File: config.mk
export PLATFORM = sky130hd
export DESIGN_NAME = control_unit
export DESIGN_NICKNAME = d
export VERILOG_FILES = /design/src/rtl/control_unit.sv
export SDC_FILE = /design/constraint.sdc
export NUM_CORES = 1
export LEC_CHECK = 0
export BUFFER_PORTS_ARGS = -buffer_cell sky130_fd_sc_hd__buf_2
export CORE_AREA = 4 4 41 43
export CTS_BUF_LIST = sky130_fd_sc_hd__clkbuf_8
export DETAILED_ROUTE_END_ITERATION = 7
export DIE_AREA = 0 0 45 47
export PLACE_DENSITY = 0.68
export SYNTH_ARGS = -nofsm -noshare
export SYNTH_HDL_FRONTEND = slang
export SYNTH_SLANG_ARGS = --single-unit
File: constraint.sdc
create_clock -name clk -period 1.6 [get_ports clk]
set_input_delay 0.08 -clock clk [delete_from_list [all_inputs] [get_ports clk]]
set_output_delay 0.08 -clock clk [all_outputs]
set_load 0.005 [all_outputs]
File: src/rtl/control_unit.sv
// Multicycle MIPS-style control unit: Moore FSM sequencing fetch/decode/execute/writeback.
// Latency: outputs follow the state register (PC_Write in BRANCH also follows Zero); LW=5, SW/R/ADDI=4, BEQ=3, unknown=2 cycles.
// Backpressure: none; the FSM advances every clock and never stalls.
//
// Ports:
//   clk, reset        - rising-edge clock, asynchronous active-high reset (forces FETCH)
//   Op, Funct, Zero   - opcode / function fields of the instruction register, ALU zero flag
//   PC_Write .. PC_Src - datapath enables and mux selects
//   State_o           - current state encoding for debug
//
// Build option: define CTRL_BEQ_EN to enable BEQ (BRANCH state, Zero-qualified PC_Write).
// Without it, opcode 000100 is treated like any other unknown opcode and Zero is ignored.
module control_unit (
    input  logic       clk,
    input  logic       reset,
    input  logic [5:0] Op,
    input  logic [5:0] Funct,
    input  logic       Zero,
    output logic       PC_Write,
    output logic       I_or_D,
    output logic       Mem_Write,
    output logic       IR_Write,
    output logic       Reg_Dst,
    output logic       Mem_to_Reg,
    output logic       Reg_Write,
    output logic       ALU_Src_A,
    output logic [1:0] ALU_Src_B,
    output logic [2:0] ALU_Control,
    output logic       PC_Src,
    output logic [3:0] State_o
);

    localparam logic [3:0] FETCH   = 4'd0;
    localparam logic [3:0] DECODE  = 4'd1;
    localparam logic [3:0] MEMADR  = 4'd2;
    localparam logic [3:0] MEMRD   = 4'd3;
    localparam logic [3:0] MEMWB   = 4'd4;
    localparam logic [3:0] MEMWR   = 4'd5;
    localparam logic [3:0] EXECUTE = 4'd6;
    localparam logic [3:0] ALUWB   = 4'd7;
    localparam logic [3:0] BRANCH  = 4'd8;
    localparam logic [3:0] ADDIEX  = 4'd9;
    localparam logic [3:0] ADDIWB  = 4'd10;

    localparam logic [5:0] OP_LW    = 6'b100011;
    localparam logic [5:0] OP_SW    = 6'b101011;
    localparam logic [5:0] OP_RTYPE = 6'b000000;
    localparam logic [5:0] OP_ADDI  = 6'b001000;
`ifdef CTRL_BEQ_EN
    localparam logic [5:0] OP_BEQ   = 6'b000100;
`endif

    localparam logic [5:0] FN_ADD = 6'b100000;
    localparam logic [5:0] FN_SUB = 6'b100010;
    localparam logic [5:0] FN_AND = 6'b100100;
    localparam logic [5:0] FN_OR  = 6'b100101;
    localparam logic [5:0] FN_SLT = 6'b101010;

    localparam logic [2:0] ALU_AND = 3'b000;
    localparam logic [2:0] ALU_OR  = 3'b001;
    localparam logic [2:0] ALU_ADD = 3'b010;
    localparam logic [2:0] ALU_SUB = 3'b110;
    localparam logic [2:0] ALU_SLT = 3'b111;

    logic [3:0] state;
    logic [3:0] state_nxt;

`ifndef CTRL_BEQ_EN
    // Zero only matters for BEQ; keep it visibly consumed in this build.
    logic unused_zero;
    assign unused_zero = Zero;
`endif

    always_ff @(posedge clk or posedge reset) begin
        if (reset) begin
            state <= FETCH;
        end else begin
            state <= state_nxt;
        end
    end

    // Op is only consulted in DECODE and MEMADR; the IR is frozen outside FETCH.
    // Unused encodings 11-15 fall through to the FETCH default.
    always_comb begin
        state_nxt = FETCH;
        case (state)
            FETCH:   state_nxt = DECODE;
            DECODE: begin
                case (Op)
                    OP_LW, OP_SW: state_nxt = MEMADR;
                    OP_RTYPE:     state_nxt = EXECUTE;
                    OP_ADDI:      state_nxt = ADDIEX;
`ifdef CTRL_BEQ_EN
                    OP_BEQ:       state_nxt = BRANCH;
`endif
                    default:      state_nxt = FETCH;
                endcase
            end
            MEMADR:  state_nxt = (Op == OP_LW) ? MEMRD : MEMWR;
            MEMRD:   state_nxt = MEMWB;
            EXECUTE: state_nxt = ALUWB;
            ADDIEX:  state_nxt = ADDIWB;
            default: state_nxt = FETCH;
        endcase
    end

    always_comb begin
        PC_Write    = 1'b0;
        I_or_D      = 1'b0;
        Mem_Write   = 1'b0;
        IR_Write    = 1'b0;
        Reg_Dst     = 1'b0;
        Mem_to_Reg  = 1'b0;
        Reg_Write   = 1'b0;
        ALU_Src_A   = 1'b0;
        ALU_Src_B   = 2'b00;
        ALU_Control = 3'b000;
        PC_Src      = 1'b0;
        case (state)
            FETCH: begin
                // PC + 4 computed and written back while the instruction is latched.
                IR_Write    = 1'b1;
                ALU_Src_B   = 2'b01;
                ALU_Control = ALU_ADD;
                PC_Write    = 1'b1;
            end
            DECODE: begin
                // Speculative branch target: PC + (SignImm << 2).
                ALU_Src_B   = 2'b11;
                ALU_Control = ALU_ADD;
            end
            MEMADR, ADDIEX: begin
                ALU_Src_A   = 1'b1;
                ALU_Src_B   = 2'b10;
                ALU_Control = ALU_ADD;
            end
            MEMRD: begin
                I_or_D = 1'b1;
            end
            MEMWR: begin
                I_or_D    = 1'b1;
                Mem_Write = 1'b1;
            end
            MEMWB: begin
                Mem_to_Reg = 1'b1;
                Reg_Write  = 1'b1;
            end
            EXECUTE: begin
                ALU_Src_A = 1'b1;
                case (Funct)
                    FN_ADD:  ALU_Control = ALU_ADD;
                    FN_SUB:  ALU_Control = ALU_SUB;
                    FN_AND:  ALU_Control = ALU_AND;
                    FN_OR:   ALU_Control = ALU_OR;
                    FN_SLT:  ALU_Control = ALU_SLT;
                    default: ALU_Control = ALU_ADD;
                endcase
            end
            ALUWB: begin
                Reg_Dst   = 1'b1;
                Reg_Write = 1'b1;
            end
            ADDIWB: begin
                Reg_Write = 1'b1;
            end
`ifdef CTRL_BEQ_EN
            BRANCH: begin
                // Compare A - B; take the target held in ALU_Out only when equal.
                ALU_Src_A   = 1'b1;
                ALU_Control = ALU_SUB;
                PC_Src      = 1'b1;
                PC_Write    = Zero;
            end
`endif
            default: ;
        endcase
    end

    assign State_o = state;

endmodule

**Word-level counts from Yosys, hierarchy flattened**

Cells that the tools add are included.

- Output and inout bits: 18
- Input port bits: 15
- Word-level logic and storage cells: 38
- Flip-flop bits (word level): 4

- Mux-type cells: 13
- Reductions and logical operators: 8
- Equal/unequal tests: 16

Operator list:

| operator | count |
|---|---|
| equality test 6 bit (second input constant) | 6 |
| one-hot mux 4 bit (6 select lines) | 1 |
| equality test 4 x 3 -> 1 bit (second input constant) | 4 |
| one-hot mux 3 bit (4 select lines) | 1 |
| one-hot mux 4 bit (3 select lines) | 1 |
| equality test 4 x 2 -> 1 bit (second input constant) | 2 |
| equality test 4 bit (second input constant) | 2 |
| two-way mux 1 bit | 7 |
| equality test 6 x 4 -> 1 bit (second input constant) | 1 |
| zero test 6 bit | 1 |
| one-hot mux 2 bit (3 select lines) | 1 |
| one-hot mux 3 bit (2 select lines) | 1 |
| OR reduction 2 bit | 3 |
| OR reduction 3 bit | 2 |
| equality test 4 x 1 -> 1 bit (second input constant) | 1 |
| zero test 4 bit | 1 |
| OR reduction 4 bit | 1 |
| two-way mux 3 bit | 1 |

**Depth between registers and ports, before layout**

Gate-level depths: netlist of run 1.

- Word-level depth: 4
- Depth in mapped cells: 5
- Depth with buffers taken out: 4

**Worst setup path after synthesis of run 1**

No wires, ideal clock.

- Kind: flip-flop to output port
- Start point: register state[0], in the netlist State_o[0]
- End point: output ALU_Control[2]
- Data arrival time: 1.195 ns
- Stages on the path, launching flop included: 4
- Data required time: 1.520 ns
- Path buffers: 0
- Path slack: 0.325 ns
- Cell sequence: dfrtp_1 nand2b_1 or3_1 nor4b_2

- Longest elaborated chain between the ends: 3
- Elaborated cells on any way between the ends: 7
- Those cells by class: eq/ne (4); mux (1); reduce/logical (2)

Ends and longest elaborated chain:

| what | RTL line | text |
|---|---|---|
| start: declaration | 65 | `logic [3:0] state;` |
| start signal: assignment | 78 | `state <= state_nxt;` |
| equality test 4 x 1 -> 1 bit, or another cell as far along | 119 | `case (state)` |
| OR reduction 4 bit (no source line) | n/a |  |
| one-hot mux 3 bit (2 select lines) * | 119 |  |
| end: declaration | 28 | `output logic [2:0] ALU_Control,` |

Mark *: on every way between the ends. The rest lies on a longest branch, timed or not.

**Worst setup path after layout of run 1**

Ends and elaborated chain as after synthesis.

==> insert_results.sql, run 1 <==
INSERT INTO impl_metrics (metric_group, metric, value, unit) VALUES
('synth', 'post_synthesis_compound_gate_area_fraction', '17.9', '%'),
('worst_setup_path', 'crit_chain', 'nand2b_4 -> or3_4 -> nor4b_4 -> buf_2', ''),
('routing', 'routedWlPerCell', '12.3', 'um'),
('clock_tree', 'max-clock-path-buffers', '2', ''),
('global_route', 'first_global_vias', '482', ''),
('finish', 'number_of_flip_flops_in_the_largest_register', '4', ''),
('floorplanning', 'core', '0.00130', 'mm2'),
('sta', 'slew_violations', '0', ''),
('synth', 'synth_async_sr_flop_share', '100', '%'),
('global_route', 'groute.usage.overall', '13.2', '%'),
('finish', 'layout-drive-gt1-share', '46.8', '%'),
('worst_hold_path', 'hold_class', 'in2reg', ''),
('sta', 'setup_viol_count_final', '0', ''),
('pwr', 'ir_drop', '456', 'uV'),
('worst_setup_path', 'cp_max_stage_cell', 'sky130_fd_sc_hd__or3_4', ''),
('global_route', 'pin_count_of_the_biggest_net_entering_global_routing', '16', ''),
('floorplanning', 'die_x', '45', 'um'),
('worst_setup_path', 'critical_path.max_fanout', '2', ''),
('global_route', 'grt_first_pass_wirelength', '2010', 'um'),
('global_route', 'grt_antenna_before_repair', '0', ''),
('routing', 'finalWirelength', '1340', 'um'),
('routing', 'detail_route.drc_violations', '0', ''),
('worst_setup_path', 'critical_path.max_stage_delay', '0.40', 'ns'),
('synth', 'synth-simple-area-share', '42.0', '%'),
('pwr', 'power_leakage', '0.355', 'nW'),
('flow_run', 'maxCapViolCount', '0', ''),
('synth', 'synth_area', '462', 'um2'),
('sta', 'final_period_minus_worst_setup_slack', '1.56', 'ns'),
('routing', 'detail_route.iter0.violations', '2', ''),
('place', 'hpwlAfterDp', '1020', 'um'),
('sta', 'final_hold_viol_count', '0', ''),
('clock_tree', 'post_cts.repair.setup_buffers', '0', ''),
('synth', 'yosys_most_used_dff', 'sky130_fd_sc_hd__dfrtp_1', ''),
('synth', 'synth.yosys.seq_area_share', '21.7', '%'),
('place', 'placed_cell_area', '624', 'um2'),
('synth', 'main_combinational_cell_family_by_area_after_synthesis', 'simple AND/OR/NAND/NOR gates', ''),
('worst_setup_path', 'critPathKind', 'reg2out', ''),
('synth', 'synth-edff-count', '0', ''),
('synth', 'mappedNetlistNets', '76', ''),
('synth', 'synth_area_leaders', 'sky130_fd_sc_hd__dfrtp_1, sky130_fd_sc_hd__nand2b_1, sky130_fd_sc_hd__nor2_1', ''),
('finish', 'final-instance-count-excl-fill', '109', ''),
('synth', 'synth-xor-area-share', '1.90', '%'),
('synth', 'muxShareOfSynthArea', '4.61', '%'),
('worst_setup_path', 'critical_path_required', '1.52', 'ns'),
('finish', 'area_growth', '52.6', '%'),
('floorplanning', 'die_area', '0.00212', 'mm2'),
('finish', 'final_nets', '111', ''),
('sta', 'max_freq', '641', 'MHz'),
('routing', 'detailroute.via_count', '563', ''),
('worst_setup_path', 'worst_path_dominant_cell_family', 'simple AND/OR/NAND/NOR gates', ''),
('clock_tree', 'htree_num_levels', '1', ''),
('worst_setup_path', 'critPathArrivalTime', '1.48', 'ns'),
('routing', 'firstDrtPassIters', '6', ''),
('clock_tree', 'cts_root_buffer', 'sky130_fd_sc_hd__clkbuf_8', ''),
('synth', 'yosys.area.top_type', 'sky130_fd_sc_hd__dfrtp_1', ''),
('global_route', 'gr-total-overflow', '0', ''),
('synth', 'synth.top_cell.area_share', '21.7', '%'),
('clock_tree', 'cts_made_buffers', '3', ''),
('finish', 'layout.cell_area.non_filler', '704', 'um2'),
('worst_setup_path', 'cp_num_buf_inv', '1', ''),
('synth', 'synth_most_common_cell', 'sky130_fd_sc_hd__nor2_1', ''),
('clock_tree', 'count_of_clock_tree_sinks', '4', ''),
('synth', 'synthAdderAreaFrac', '0', '%'),
('finish', 'insertedDiodeCount', '0', ''),
('clock_tree', 'tritoncts', 'done', ''),
('run_status', 'status', 'finished clean', ''),
('synth', 'ys_top_cells_by_count', 'sky130_fd_sc_hd__nor2_1, sky130_fd_sc_hd__nand2b_1, sky130_fd_sc_hd__dfrtp_1, sky130_fd_sc_hd__nor3_1', ''),
('synth', 'ys_types', '34', ''),
('synth', 'synthesized_instance_count', '61', ''),
('clock_tree', 'insertion_delay', '0.21', 'ns'),
('routing', 'drt-vias-per-instance', '5.17', '');
-- per-stage QoR --
| step | TNS [ns] | setup slack (ns) | total power [mW] |
|---|---|---|---|
| floorplan | 0 | 0.325 | 0.385 |
| global placement | 0 | 0.250 | 0.478 |
| detailed placement | 0 | 0.228 | 0.486 |
| CTS | 0 | 0.0101 | 0.705 |
| global route | -0.0196 | -0.0196 | 0.768 |
| finish | 0 | 0.0409 | 0.710 |
-- cell families (layout without fill, tap and decap cells) --
kind of cell,Yosys count,count (layout)
simple gates,33,33
compound gates,12,12
buf+inv,8,41
flops,4,4
mux,2,2
other cells,1,1
xor+xnor,1,1
-- power by group --
| part | internal [mW] | switching [mW] | total, mW | leakage [nW] |
|---|---|---|---|---|
| sequential | 0.119 | 0.0103 | 0.130 | 0.0536 |
| combinational | 0.185 | 0.187 | 0.372 | 0.280 |
| clock | 0.160 | 0.0482 | 0.208 | 0.0216 |
| total | 0.465 | 0.245 | 0.710 | 0.355 |
-- worst register-to-register path: cells and delay by family (launching register included) --
kind	cells	cell delay, ns
multiplexers	1	0.28
buffers and inverters	1	0.18
flip-flops	1	0.41
AND/OR/NAND/NOR	3	0.36
-- cell usage in the layout, fill, tap and decap left out, drive strengths merged, types with 2 or more instances in the layout --
| master | n |
|---|---|
| a21oi | 3 |
| nor2b | 2 |
| o21ai | 2 |
| buf | 35 |
| nand2b | 5 |
| nand4 | 2 |
| dfrtp | 4 |
| nor2 | 9 |
| nand2 | 3 |
| nor3 | 4 |
| inv | 2 |
| clkbuf | 3 |
-- final timing paths --
| check | startpoint | to | slack [ns] | cells past startpoint |
|---|---|---|---|---|
| setup / recovery | State_o[0]$_DFF_PP0_ | ALU_Control[2] | 0.04 | 4 |
| hold / removal | Op[3] | State_o[1]$_DFF_PP0_ | 0.25 | 4 |
| setup reg to reg | State_o[1]$_DFF_PP0_ | State_o[3]$_DFF_PP0_ | 0.30 | 5 |
| hold reg to reg | State_o[3]$_DFF_PP0_ | State_o[0]$_DFF_PP0_ | 0.61 | 2 |
| max in group asynchronous | reset | State_o[3]$_DFF_PP0_ | 1.16 | 3 |
| min in group asynchronous | reset | State_o[0]$_DFF_PP0_ | 0.28 | 3 |
-- area by class of cell --
type                            instances  area (um2)  area share (%)
Multi-Input combinational cell         49         339            48.1
Timing Repair Buffer                   36         198            28.1
Sequential cell                         4         100            14.2
Clock buffer                            3        41.3            5.86
Tap cell                               15        18.8            2.66
Inverter                                2        7.51            1.07
-- timing repair --
| action | CTS | global route |
|---|---|---|
| gates resized for setup | 1 | 4 |
| endpoints found under the hold margin | 4 | 0 |
| hold buffers | 1 | 0 |
| cloned | 0 | 0 |
| endpoints found under the setup margin | 1 | 1 |
-- per-layer routing --
metal | wire, um | global-route usage (%) | vias up
met3 | 133 | 2.30 | 4
met4 | 31 | 10.5 | 0
met1 | 566 | 16.3 | 247
li1 | - | - | 285
met5 | 0 | 0 | -
met2 | 609 | 20.3 | 27
Power figures use the tool's default switching activity.
==> run 2, diff against run 1 <==
SETUP_SLACK_MARGIN = 0.05   (was default)
==> run 2 against run 1 <==
  * Worst setup slack about the same
  * Maximum frequency about the same
  * Core utilization is the same
  * Sequential power is essentially flat
  * Non-clock buffer count unchanged
  * Register-to-register slack about the same
  * First-iteration DRC count stayed put
  * Cell area is the same
  * Clock power about the same
  * Critical path depth did not move
  * Combinational power hardly changed
  * Hold slack improved by 0.0058 ns
  * Largest cell class unchanged
  * Largest power group unchanged
==> insert_results.sql, run 2 (synthesis results as in run 1) <==
INSERT INTO impl_metrics (metric_group, metric, value, unit) VALUES
('routing', 'detailroute.via_count', '573', ''),
('routing', 'detail_route.iter0.violations', '2', ''),
('finish', 'leading_cell_types_in_the_layout_fill_and_taps_excluded', 'sky130_fd_sc_hd__buf_2, sky130_fd_sc_hd__nor2_1, sky130_fd_sc_hd__buf_4, sky130_fd_sc_hd__dfrtp_1, sky130_fd_sc_hd__nor3_1', ''),
('worst_setup_path', 'critPathKind', 'reg2out', ''),
('run_status', 'status', 'finished clean', ''),
('place', 'final_replace_weighted_congestion', '0.765', ''),
('worst_setup_path', 'startpoint_type', 'flop', ''),
('worst_hold_path', 'min_to', 'State_o[1]$_DFF_PP0_', ''),
('sta', 'slew_violations', '0', ''),
('routing', 'drt-vias-per-instance', '5.26', ''),
('pwr', 'power_leakage', '0.355', 'nW'),
('global_route', 'first_global_vias', '491', ''),
('global_route', 'grt_antenna_before_repair', '0', ''),
('finish', 'layout.filler_cells', '136', ''),
('worst_setup_path', 'regToRegEndpoint', 'State_o[3]$_DFF_PP0_', ''),
('routing', 'post_drt_antenna_nets', '0', ''),
('routing', 'routedWlPerCell', '12.3', 'um'),
('floorplanning', 'die-height', '47', 'um'),
('sta', 'final_hold_viol_count', '0', ''),
('sta', 'setup_viol_count_final', '0', ''),
('global_route', 'grt_first_pass_wirelength', '2080', 'um'),
('finish', 'final_nets', '111', ''),
('clock_tree', 'cts_made_buffers', '3', ''),
('clock_tree', 'insertion_delay', '0.22', 'ns'),
('sta', 'post-route-period-util', '97.4', '%'),
('pwr', 'sw_frac_of_total', '34.5', '%'),
('pwr', 'pwr_density_cell', '1010', 'mW/mm2'),
('worst_setup_path', 'timing.reg2reg.worst_path_depth', '5', ''),
('floorplanning', 'initial_utilization', '35.5', '%'),
('global_route', 'groute.usage.overall', '13.7', '%'),
('finish', 'insertedDiodeCount', '0', ''),
('finish', 'layout.cells.most_common', 'sky130_fd_sc_hd__buf_2', ''),
('worst_setup_path', 'r2r_setup_slack', '0.30', 'ns'),
('worst_setup_path', 'worstReg2RegStart', 'State_o[1]$_DFF_PP0_', ''),
('floorplanning', 'ioPinCount', '33', ''),
('clock_tree', 'post_cts.repair.setup_buffers', '0', ''),
('sta', 'fin_hold_ws', '0.252', 'ns'),
('worst_setup_path', 'cp_max_stage_cell', 'sky130_fd_sc_hd__or3_4', ''),
('sta', 'rsz0062_at_grt', 'true', ''),
('pwr', 'power_report.internal_total', '465', 'uW'),
('pwr', 'share_of_total_power_in_combinational_logic', '52.2', '%'),
('worst_hold_path', 'hold_start', 'Op[3]', ''),
('clock_tree', 'cts_root_buffer', 'sky130_fd_sc_hd__clkbuf_8', ''),
('clock_tree', 'max-clock-path-buffers', '2', ''),
('floorplanning', 'die_area', '0.00212', 'mm2'),
('pwr', 'net-switching-power', '245', 'uW'),
('worst_hold_path', 'hold_class', 'in2reg', ''),
('worst_setup_path', 'critPathCaptureType', 'output port', ''),
('worst_setup_path', 'crit_chain', 'nand2b_4 -> or3_4 -> nor4b_4 -> buf_2', ''),
('sta', 'totalNegativeSetupSlack', '0', 'ns'),
('place', 'hpwlAfterDp', '1020', 'um'),
('global_route', 'pin_count_of_the_biggest_net_entering_global_routing', '16', ''),
('clock_tree', 'count_of_clock_tree_sinks', '4', ''),
('routing', 'finalWirelength', '1340', 'um'),
('place', 'buffer_ports.inserted', '30', ''),
('routing', 'firstDrtPassIters', '4', ''),
('worst_setup_path', 'critical_path_required', '1.52', 'ns'),
('routing', 'detail_route.drc_violations', '0', ''),
('clock_tree', 'htree_num_levels', '1', ''),
('finish', 'layout.cell_area.non_filler', '704', 'um2'),
('clock_tree', 'path_clk_slew', '0.03', 'ns'),
('finish', 'area_growth', '52.6', '%'),
('place', 'placed_cell_area', '624', 'um2'),
('floorplanning', 'die_x', '45', 'um'),
('finish', 'layout-drive-gt1-share', '46.8', '%'),
('floorplanning', 'row_count', '13', ''),
('worst_hold_path', 'holdPathStages', '4', ''),
('pwr', 'power.share.sequential', '18.3', '%'),
('sta', 'finalClockSkew', '0.00285', 'ns'),
('worst_setup_path', 'critical_path.max_stage_delay', '0.40', 'ns'),
('flow_run', 'maxCapViolCount', '0', ''),
('worst_setup_path', 'critical_path.max_fanout', '2', ''),
('pwr', 'share_clk_of_total_power', '29.5', '%'),
('pwr', 'ir_drop', '455', 'uV'),
('clock_tree', 'tritoncts', 'done', ''),
('global_route', 'gr-total-overflow', '0', ''),
('sta', 'final_period_minus_worst_setup_slack', '1.56', 'ns'),
('sta', 'max_freq', '642', 'MHz'),
('worst_setup_path', 'critPathArrivalTime', '1.48', 'ns'),
('floorplanning', 'core', '0.00130', 'mm2'),
('finish', 'number_of_flip_flops_in_the_largest_register', '4', '');
run 2: worst max-delay path by stage:
stage / slack (ns) / end / startpoint / cells past startpoint
2_1_floorplan: 0.32 / ALU_Control[2] / State_o[0]$_DFF_PP0_ / 3
6_report: 0.04 / ALU_Control[2] / State_o[0]$_DFF_PP0_ / 4
3_3_place_gp: 0.25 / ALU_Control[2] / State_o[3]$_DFF_PP0_ / 4
3_5_place_dp: 0.23 / ALU_Control[2] / State_o[3]$_DFF_PP0_ / 4
5_1_grt: -0.02 / ALU_Control[2] / State_o[0]$_DFF_PP0_ / 4
4_1_cts: 0.02 / ALU_Control[2] / State_o[0]$_DFF_PP0_ / 4
run 2: power by group through the flow:
| stage | Combinational (mW) | Clock [mW] | Sequential [mW] |
|---|---|---|---|
| floorplan | 0.243 | 0 | 0.141 |
| global placement | 0.351 | 0 | 0.127 |
| detailed placement | 0.358 | 0 | 0.128 |
| CTS | 0.364 | 0.216 | 0.128 |
| global route | 0.414 | 0.224 | 0.130 |
| finish | 0.370 | 0.210 | 0.130 |
run 2: critical path: cells and delay by family (launching register included):
family	cells	cell delay [ns]
flops	1	0.36
buf+inv	1	0.15
simple gates	3	0.75
run 2: per-layer routing:
layer  wire length, um  global-route usage [%]
met1               554                    16.6
met2               616                    21.8
met3               140                    2.30
met4                31                    10.5
met5                 0                       0
run 2: what timing repair did:
item | 4_1_cts | 5_1_grt
resized for setup | 2 | 2
endpoints found under the hold margin | 4 | 0
setup endpoints to repair | 1 | 1
hold buffers | 1 | 0
run 2: layout make-up:
type	count	area, um2	area share, %
clock buffer	3	41.3	5.86
tap	15	18.8	2.66
timing repair buffer	36	198	28.1
multi-input combinational	49	339	48.1
sequential	4	100	14.2
inverter	2	7.51	1.07
run 2: through the flow:
step           util, %  worst slack [ns]  cells  total power, mW
6_report          54.1            0.0412    109            0.709
5_1_grt           54.1           -0.0196    109            0.768
4_1_cts           52.9            0.0207    109            0.708
3_5_place_dp      48.0             0.228    105            0.486
3_3_place_gp      48.0             0.250    105            0.478
2_1_floorplan        -             0.325     61            0.385
